--- src/rtl/captura_digitos_if.sv ---
// Keypad-to-collector bus: key events in, completed digit words out.
interface captura_digitos_if;
    localparam int unsigned KEY_W  = 4;
    localparam int unsigned WORD_W = 80;

    logic              enable;
    logic              key_valid;
    logic [KEY_W-1:0]  key_code;
    logic [WORD_W-1:0] digitos_value;
    logic              digitos_valid;

    // Keypad side: drives key events and enable, consumes emitted words.
    modport master (
        output enable,
        output key_valid,
        output key_code,
        input  digitos_value,
        input  digitos_valid
    );

    // Collector side.
    modport slave (
        input  enable,
        input  key_valid,
        input  key_code,
        output digitos_value,
        output digitos_valid
    );
endinterface

--- src/rtl/captura_digitos.sv ---
// Keypad digit collector: accumulates up to 20 decimal digits and emits one
// word with a single-cycle valid pulse on confirm, abort or inactivity timeout.
module captura_digitos #(
    parameter int unsigned TIMEOUT_CYCLES = 250_000_000
) (
    input  logic               clk,
    input  logic               rst,
    captura_digitos_if.slave   bus
);
    localparam int unsigned NDIG   = 20;
    localparam int unsigned DW     = 4;
    localparam int unsigned WORD_W = NDIG * DW;
    localparam int unsigned CNT_W  = 5;
    localparam int unsigned TMR_W  = $clog2(TIMEOUT_CYCLES + 1);

    localparam logic [WORD_W-1:0] ALL_F = {NDIG{4'hF}};
    localparam logic [WORD_W-1:0] ALL_B = {NDIG{4'hB}};
    localparam logic [WORD_W-1:0] ALL_E = {NDIG{4'hE}};

    localparam logic [DW-1:0] KEY_ABORT   = 4'hA;
    localparam logic [DW-1:0] KEY_CONFIRM = 4'hB;

    typedef enum logic [1:0] {
        ST_IDLE  = 2'd0,
        ST_ENTRY = 2'd1,
        ST_EMIT  = 2'd2
    } state_t;

    state_t             state_q, state_d;
    logic [WORD_W-1:0]  buf_q, buf_d;
    logic [CNT_W-1:0]   cnt_q, cnt_d;
    logic [TMR_W-1:0]   tmr_q, tmr_d;
    logic [WORD_W-1:0]  value_q, value_d;
    logic               valid_q, valid_d;
    logic [WORD_W-1:0]  emit_word;

    logic is_digit, is_abort, is_confirm;

    assign is_digit   = bus.key_valid && (bus.key_code <= 4'd9);
    assign is_abort   = bus.key_valid && (bus.key_code == KEY_ABORT);
    assign is_confirm = bus.key_valid && (bus.key_code == KEY_CONFIRM);

    // Next-state, buffer update and next output word.
    always_comb begin
        state_d   = state_q;
        buf_d     = buf_q;
        cnt_d     = cnt_q;
        tmr_d     = '0;
        emit_word = ALL_F;

        case (state_q)
            ST_IDLE: begin
                if (is_digit) begin
                    buf_d   = {buf_q[WORD_W-DW-1:0], bus.key_code};
                    cnt_d   = CNT_W'(1);
                    state_d = ST_ENTRY;
                end else if (is_confirm) begin
                    emit_word = ALL_F;
                    state_d   = ST_EMIT;
                end else if (is_abort) begin
                    emit_word = ALL_B;
                    state_d   = ST_EMIT;
                end
            end
            ST_ENTRY: begin
                tmr_d = tmr_q + TMR_W'(1);
                if (is_digit) begin
                    buf_d = {buf_q[WORD_W-DW-1:0], bus.key_code};
                    cnt_d = (cnt_q == CNT_W'(NDIG)) ? cnt_q : cnt_q + CNT_W'(1);
                    tmr_d = '0;
                end else if (is_confirm) begin
                    emit_word = buf_q;
                    state_d   = ST_EMIT;
                end else if (is_abort) begin
                    emit_word = ALL_B;
                    state_d   = ST_EMIT;
                end else if (tmr_q == TMR_W'(TIMEOUT_CYCLES - 1)) begin
                    emit_word = ALL_E;
                    state_d   = ST_EMIT;
                end
            end
            ST_EMIT: begin
                state_d = ST_IDLE;
            end
            default: begin
                state_d = ST_IDLE;
            end
        endcase

        // Entering or sitting in EMIT clears the working storage.
        if (state_d == ST_EMIT || state_q == ST_EMIT) begin
            buf_d = ALL_F;
            cnt_d = '0;
            tmr_d = '0;
        end

        if (!bus.enable) begin
            state_d = ST_IDLE;
            buf_d   = ALL_F;
            cnt_d   = '0;
            tmr_d   = '0;
        end

        valid_d = (state_d == ST_EMIT);
        value_d = valid_d ? emit_word : buf_d;
    end

    // State and registered outputs; synchronous active-low reset.
    always_ff @(posedge clk) begin
        if (!rst) begin
            state_q <= ST_IDLE;
            buf_q   <= ALL_F;
            cnt_q   <= '0;
            tmr_q   <= '0;
            value_q <= ALL_F;
            valid_q <= 1'b0;
        end else begin
            state_q <= state_d;
            buf_q   <= buf_d;
            cnt_q   <= cnt_d;
            tmr_q   <= tmr_d;
            value_q <= value_d;
            valid_q <= valid_d;
        end
    end

    assign bus.digitos_value = value_q;
    assign bus.digitos_valid = valid_q;
endmodule

--- src/flat_wrapper.sv ---
// flat-port wrapper written by rule: the top's interface ports become plain ports
module captura_digitos_flat 
#(
    parameter int unsigned TIMEOUT_CYCLES = 250_000_000
)
  (clk, rst, bus_enable, bus_key_valid, bus_key_code, bus_digitos_value, bus_digitos_valid);
  captura_digitos_if bus_i ();
  input  logic clk;
  input  logic rst;
  input wire logic [$bits(bus_i.enable)-1:0] bus_enable;
  input wire logic [$bits(bus_i.key_valid)-1:0] bus_key_valid;
  input wire logic [$bits(bus_i.key_code)-1:0] bus_key_code;
  output wire logic [$bits(bus_i.digitos_value)-1:0] bus_digitos_value;
  output wire logic [$bits(bus_i.digitos_valid)-1:0] bus_digitos_valid;
  assign bus_i.enable = bus_enable;
  assign bus_i.key_valid = bus_key_valid;
  assign bus_i.key_code = bus_key_code;
  assign bus_digitos_value = bus_i.digitos_value;
  assign bus_digitos_valid = bus_i.digitos_valid;
  captura_digitos #(.TIMEOUT_CYCLES(TIMEOUT_CYCLES)) u_core (.clk(clk), .rst(rst), .bus(bus_i));
endmodule
--- config.mk ---
export PLATFORM = sky130hd
export DESIGN_NAME = captura_digitos_flat
export DESIGN_NICKNAME = d
export VERILOG_FILES = /design/src/rtl/captura_digitos_if.sv /design/src/rtl/captura_digitos.sv /design/src/flat_wrapper.sv
export SDC_FILE = /design/constraint.sdc
export NUM_CORES = 1
export LEC_CHECK = 0
export ABC_CLOCK_PERIOD_IN_PS = 2100
export BUFFER_PORTS_ARGS = -buffer_cell sky130_fd_sc_hd__buf_2
export CAP_MARGIN = 20
export CORE_ASPECT_RATIO = 1.1
export CORE_MARGIN = 2
export CORE_UTILIZATION = 55
export CTS_BUF_LIST = sky130_fd_sc_hd__clkbuf_4
export DETAILED_ROUTE_END_ITERATION = 10
export GPL_TIMING_DRIVEN = 0
export HOLD_SLACK_MARGIN = 0.12
export PLACE_DENSITY_LB_ADDON = 0.2
export SLEW_MARGIN = 15
export SYNTH_ARGS = -nofsm -noshare
export SYNTH_HDL_FRONTEND = slang
export SYNTH_SLANG_ARGS = --single-unit
export TNS_END_PERCENT = 50
--- constraint.sdc ---
create_clock -name clk -period 2.1 [get_ports clk]
set_input_delay 0.105 -clock clk [delete_from_list [all_inputs] [get_ports clk]]
set_output_delay 0.105 -clock clk [all_outputs]
set_load 0.02 [all_outputs]
## After elaboration in Yosys (flattened, before gate mapping)

Index checks and enable logic that the tools add are counted.

- Input bits: 8
- Flip-flop bits (word level): 191
- Output and inout port bits: 81
- Logic and storage cells: 46

- Eq/ne operators: 7
- Add/sub/neg operators: 1
- Mux-type cells: 22
- Order comparisons: 1
- Bitwise operators: 3
- Reduce and logical (&&, ||, !) cells: 7

Operator list:

| kind | number |
|---|---|
| 80-bit two-way mux | 10 |
| 80-bit case mux with 2 select lines | 1 |
| 79-bit two-way mux | 1 |
| 77-bit two-way mux | 1 |
| 28-bit by 1-bit adder with 28-bit output, second input constant | 1 |
| 28-bit == test, second input constant | 1 |
| 2-bit two-way mux | 8 |
| 4-bit == test, second input constant | 2 |
| 2-bit == test, second input constant | 3 |
| 5-bit OR reduction | 1 |
| 4-bit less-or-equal comparator, second input constant | 1 |
| 2-bit case mux with 2 select lines | 1 |
| 1-bit logical AND | 3 |
| 1-bit inverter | 3 |
| 2-bit by 1-bit == test with 1-bit output, second input constant | 1 |
| 2-bit logical NOT | 1 |
| 2-bit OR reduction | 1 |
| 1-bit logical OR | 1 |

## Depth between registers and ports, before layout

- Depth in word-level cells: 11
- Mapped depth: 8
- Mapped depth without buffers: 6

## Worst setup path before layout

Ideal clock, no wire load.

- Kind: reg-to-reg
- Start point: reg u_core.tmr_q[0]
- End point: reg u_core.value_q[43], in the netlist u_core.bus.digitos_value[43]
- Data arrival time: 1.785 ns
- Path buffers: 2
- Setup slack: 0.195 ns
- Library setup time: 0.119 ns
- Cell stages (with the launch flop): 9
- Period minus slack after synthesis: 1.905 ns
- Path through: dfxtp_1 -> ha_1 -> nand2_1 -> nor4_4 -> a21oi_2 -> or3_1 -> buf_2 -> buf_6 -> o2bb2ai_1

- Cells in the longest elaborated chain, start to end: 11
- Elaborated cells between the ends (all ways): 13

RTL lines:

| what | RTL line | text |
|---|---|---|
| start, declared | captura_digitos.sv:32 | `logic [TMR_W-1:0] tmr_q, tmr_d;` |
| start signal, assigned | captura_digitos.sv:121 | `tmr_q <= tmr_d;` |
| 28-bit == test (*) | captura_digitos.sv:77 | `end else if (tmr_q == TMR_W'(TIMEOUT_CYCLES - 1)) begin` |
| 2-bit two-way mux (*) | captura_digitos.sv:77 |  |
| 2-bit two-way mux (*) | captura_digitos.sv:74 | `end else if (is_abort) begin` |
| 2-bit two-way mux (*) | captura_digitos.sv:71 | `end else if (is_confirm) begin` |
| 2-bit two-way mux (*) | captura_digitos.sv:67 | `if (is_digit) begin` |
| 2-bit case mux with 2 select lines (*) | captura_digitos.sv:51 | `case (state_q)` |
| 2-bit == test | captura_digitos.sv:91 | `if (state_d == ST_EMIT \|\| state_q == ST_EMIT) begin` |
| 1-bit logical OR | captura_digitos.sv:91 |  |
| 80-bit two-way mux | captura_digitos.sv:91 |  |
| 80-bit two-way mux | captura_digitos.sv:97 | `if (!bus.enable) begin` |
| 80-bit two-way mux (*) | captura_digitos.sv:105 | `value_d = valid_d ? emit_word : buf_d;` |
| end signal, assigned | captura_digitos.sv:122 | `value_q <= value_d;` |
| end, declared | captura_digitos.sv:33 | `logic [WORD_W-1:0] value_q, value_d;` |

Every way passes the cells marked *; elsewhere a longest branch is shown, timed or not.
A chain may end at the register's enable or synchronous reset.

## Worst setup path after layout

- Start point: reg u_core.state_q[1]
- End point: reg u_core.value_q[31], in the netlist u_core.bus.digitos_value[31]

- Cells in the longest elaborated chain, start to end: 10
- Elaborated cells between the ends (all ways): 21

RTL lines:

| what | RTL line | text |
|---|---|---|
| start, declared | captura_digitos.sv:29 | `state_t state_q, state_d;` |
| start signal, assigned | captura_digitos.sv:118 | `state_q <= state_d;` |
| 2-bit two-way mux | captura_digitos.sv:77 |  |
| 2-bit two-way mux | captura_digitos.sv:74 |  |
| 2-bit two-way mux | captura_digitos.sv:71 |  |
| 2-bit two-way mux | captura_digitos.sv:67 |  |
| 2-bit case mux with 2 select lines | captura_digitos.sv:51 |  |
| 2-bit == test | captura_digitos.sv:91 |  |
| 1-bit logical OR | captura_digitos.sv:91 |  |
| 80-bit two-way mux | captura_digitos.sv:91 |  |
| 80-bit two-way mux | captura_digitos.sv:97 |  |
| 80-bit two-way mux (*) | captura_digitos.sv:105 |  |

Marked as above.

==> results.toml <==
[run_status]
status = "finished clean"

[final_layout]
final_layout_size_suffix_gt1_frac = 0.189
nets = 891
n_antenna_cell = 0
final_common_cell = "dfxtp_1"
layout_common_cells = "182 x dfxtp_1, 169 x nand2_1, 106 x buf_2"
design_area_um2 = 8150
area_growth_pct = 15.2

[yosys]
yosys.area_share.simple = 0.214
synthAdderAreaFrac = 0.00177
synth_cell_types = 41
synth_compound_area_frac = 0.120
muxShareOfSynthArea = 0.0566
synth_area_per_cell_um2 = 9.23
synth_nets = 775
synth_top_family_by_area = "simple AND/OR/NAND/NOR gates"
netlist_area_um2 = 7070
synth_cells = 766
synth_warnings = 0
ys_ff_latch = 191
seq_area_frac_synth = 0.541
synthXorXnorAreaFrac = 0.0322

[cts]
ctsRootBufferMaster = "clkbuf_4"
clockBufferDepth = 2
clk_latency_ps = 600
cts_tree = "yes"
cts_buffers = 17
clk_pin_slew_ps = 130
cts_sinks = 191
htree_num_levels = 4

[power]
total_leakage_power_nw = 3.13
powerDensity_nw_per_um2 = 727
pwr-share-seq = 0.627
switching_share = 0.251
power_mw = 5.92
combPwrFrac = 0.074
p_clk_frac = 0.299
p_int_mw = 4.44
ir_drop_v = 0.000483
p_sw_mw = 1.48

[global_route]
grt_start_max_net_pins = 17
grt_pass1_vias = 5342
antenna_found_initial = 0
track_usage = 0.232
grt-ovfl-total = 0
grt_pass1_wl_mm = 25.6

[worst_setup_path]
cp-end-kind = "flop"
required_ps = 2590
path_class = "reg -> reg"
cp.arrival_ps = 2570
start_kind = "flop"
crit_path_max_fanout = 9

[sta]
fmax_mhz = 480
max_slew.worst_pin.slew_ps = 564
finalSetupTns_ps = 0
finalSetupViolCount = 0
hold_viol = 0
period_needed_ps = 2080
max_slew_margin = 0.623
final_max_slew_viol_count = 0
rsz0062_at_grt = "yes"
timing.hold.ws_ps = 396
skew_ps = 22.4
worst_slack_ps = 17.7
fin_crit_sh = 0.992

[floorplanning]
die_area_um2 = 13800
pin_count = 89
die_y_um = 123
die_w_um = 112
core_area_um2 = 12600
start_util = 0.561
rows = 43

[routing]
vias_per_cell = 5.59
drt_first_pass_iters = 5
routedWlPerCell_um = 15.3
drt-total-wl_mm = 16.0
dr.first_iter.drc_count = 410
antenna_left = 0
post-route-drc-count = 0
vias = 5880

[placed_design]
place.port_buffers = 88
dpl-instance-area_um2 = 7700
dp_slack_ps = -183
dp_hpwl_mm = 10.9
routabilityCongestion = 0.884

[min_path]
hold_class = "in -> reg"

[job]
maxCapViolations = 0
path summary, 6_finish.rpt:
path,start,endpoint,slack [ps],depth (start not counted)
hold reg to reg,u_core.tmr_q[0],u_core.tmr_q[0],480,1
hold / removal,bus_key_code[3],u_core.buf_q[3],400,4
setup / recovery,u_core.state_q[1],u_core.bus.digitos_value[31],20,7
setup reg to reg,u_core.state_q[1],u_core.bus.digitos_value[31],20,7
kinds of logic after synthesis:
group | Yosys count
flops | 191
mux | 40
compound gates | 112
buf+inv | 58
simple gates | 338
fa+ha+maj | 1
xor+xnor | 26
Yosys cell counts, drive strengths merged:
cell type  instances  share of area
o32ai              1         0.0012
o2bb2ai           29          0.036
buf               19          0.014
and2               3         0.0027
nor2b              1        0.00089
a2111oi            1         0.0012
ha                 1         0.0018
nor3b              1         0.0011
a22oi             11          0.012
or3                1        0.00089
xnor2              7         0.0087
a31oi              9         0.0080
xor2              19          0.024
nand4             10          0.011
and4b              1         0.0014
nor4bb             3         0.0042
nor3              13         0.0092
nand3             55          0.039
nor2              62          0.033
nand2b             2         0.0018
a21boi             1         0.0011
nand4b             2         0.0025
nand3b             2         0.0021
a21oi             13         0.0097
and3b              1         0.0012
and4               2         0.0025
dfxtp            191           0.54
clkbuf            34          0.018
nor4               3         0.0048
mux2i             40          0.057
o22ai              1        0.00089
nand2            170          0.090
o22a              32          0.040
o21ai             13         0.0092
inv                5         0.0027
and3               6         0.0053
o21a               1         0.0011
layer usage:
layer	global-route usage	wire length, um
met5	0	0
met4	0.0915	397
met3	0.0480	842
met2	0.399	8030
met1	0.288	6770
metrics by stage:
| stage | utilization | cells |
|---|---|---|
| final | 0.647 | 1051 |
| after global routing | 0.647 | 1051 |
| after CTS | 0.641 | 1050 |
| after detailed placement | 0.612 | 1011 |
| after global placement | 0.612 | 1011 |
| after floorplan | - | 766 |
worst max-delay path, cell delays in order (launching register included):
cell and delay (ps):
dfxtp_2 460, and3b_1 190, buf_2 160, a2111oi_0 450, nor2_1 100, buf_4 170, clkdlybuf4s15_2 250, o22a_1 210
power groups by stage:
| stage | sequential (mW) | clock (mW) | combinational, mW |
|---|---|---|---|
| floorplan | 3.82 | 0 | 0.262 |
| global placement | 3.79 | 0 | 0.397 |
| detailed placement | 3.79 | 0 | 0.407 |
| CTS | 3.71 | 1.81 | 0.424 |
| global route | 3.72 | 1.96 | 0.479 |
| finish | 3.71 | 1.77 | 0.439 |
cell type report:
cell class | instances | area (um^2)
Clock inverter | 11 | 95.1
Tap cell | 157 | 196
Fill cell | 1080 | 4440
Timing Repair Buffer | 99 | 547
Multi-Input combinational cell | 517 | 3060
Clock buffer | 20 | 150
Buffer | 51 | 241
Inverter | 5 | 18.8
Sequential cell | 191 | 3840
state kept, by name, summed over array words and instances, names as in the netlist:
name                      count
u_core.buf_q                 80
u_core.bus.digitos_valid      1
u_core.bus.digitos_value     80
u_core.state_q                2
u_core.tmr_q                 28
what timing repair did:
action / in CTS / in global routing
buffers inserted: 1 / 1
hold endpoints to repair: 28 / 0
gates cloned: 0 / 1
gates resized for setup: 12 / 31
setup endpoints to repair: 176 / 171
pin swaps: 1 / 2
hold buffers: 8 / 0
Note: power is estimated with default switching activity, not from simulation.
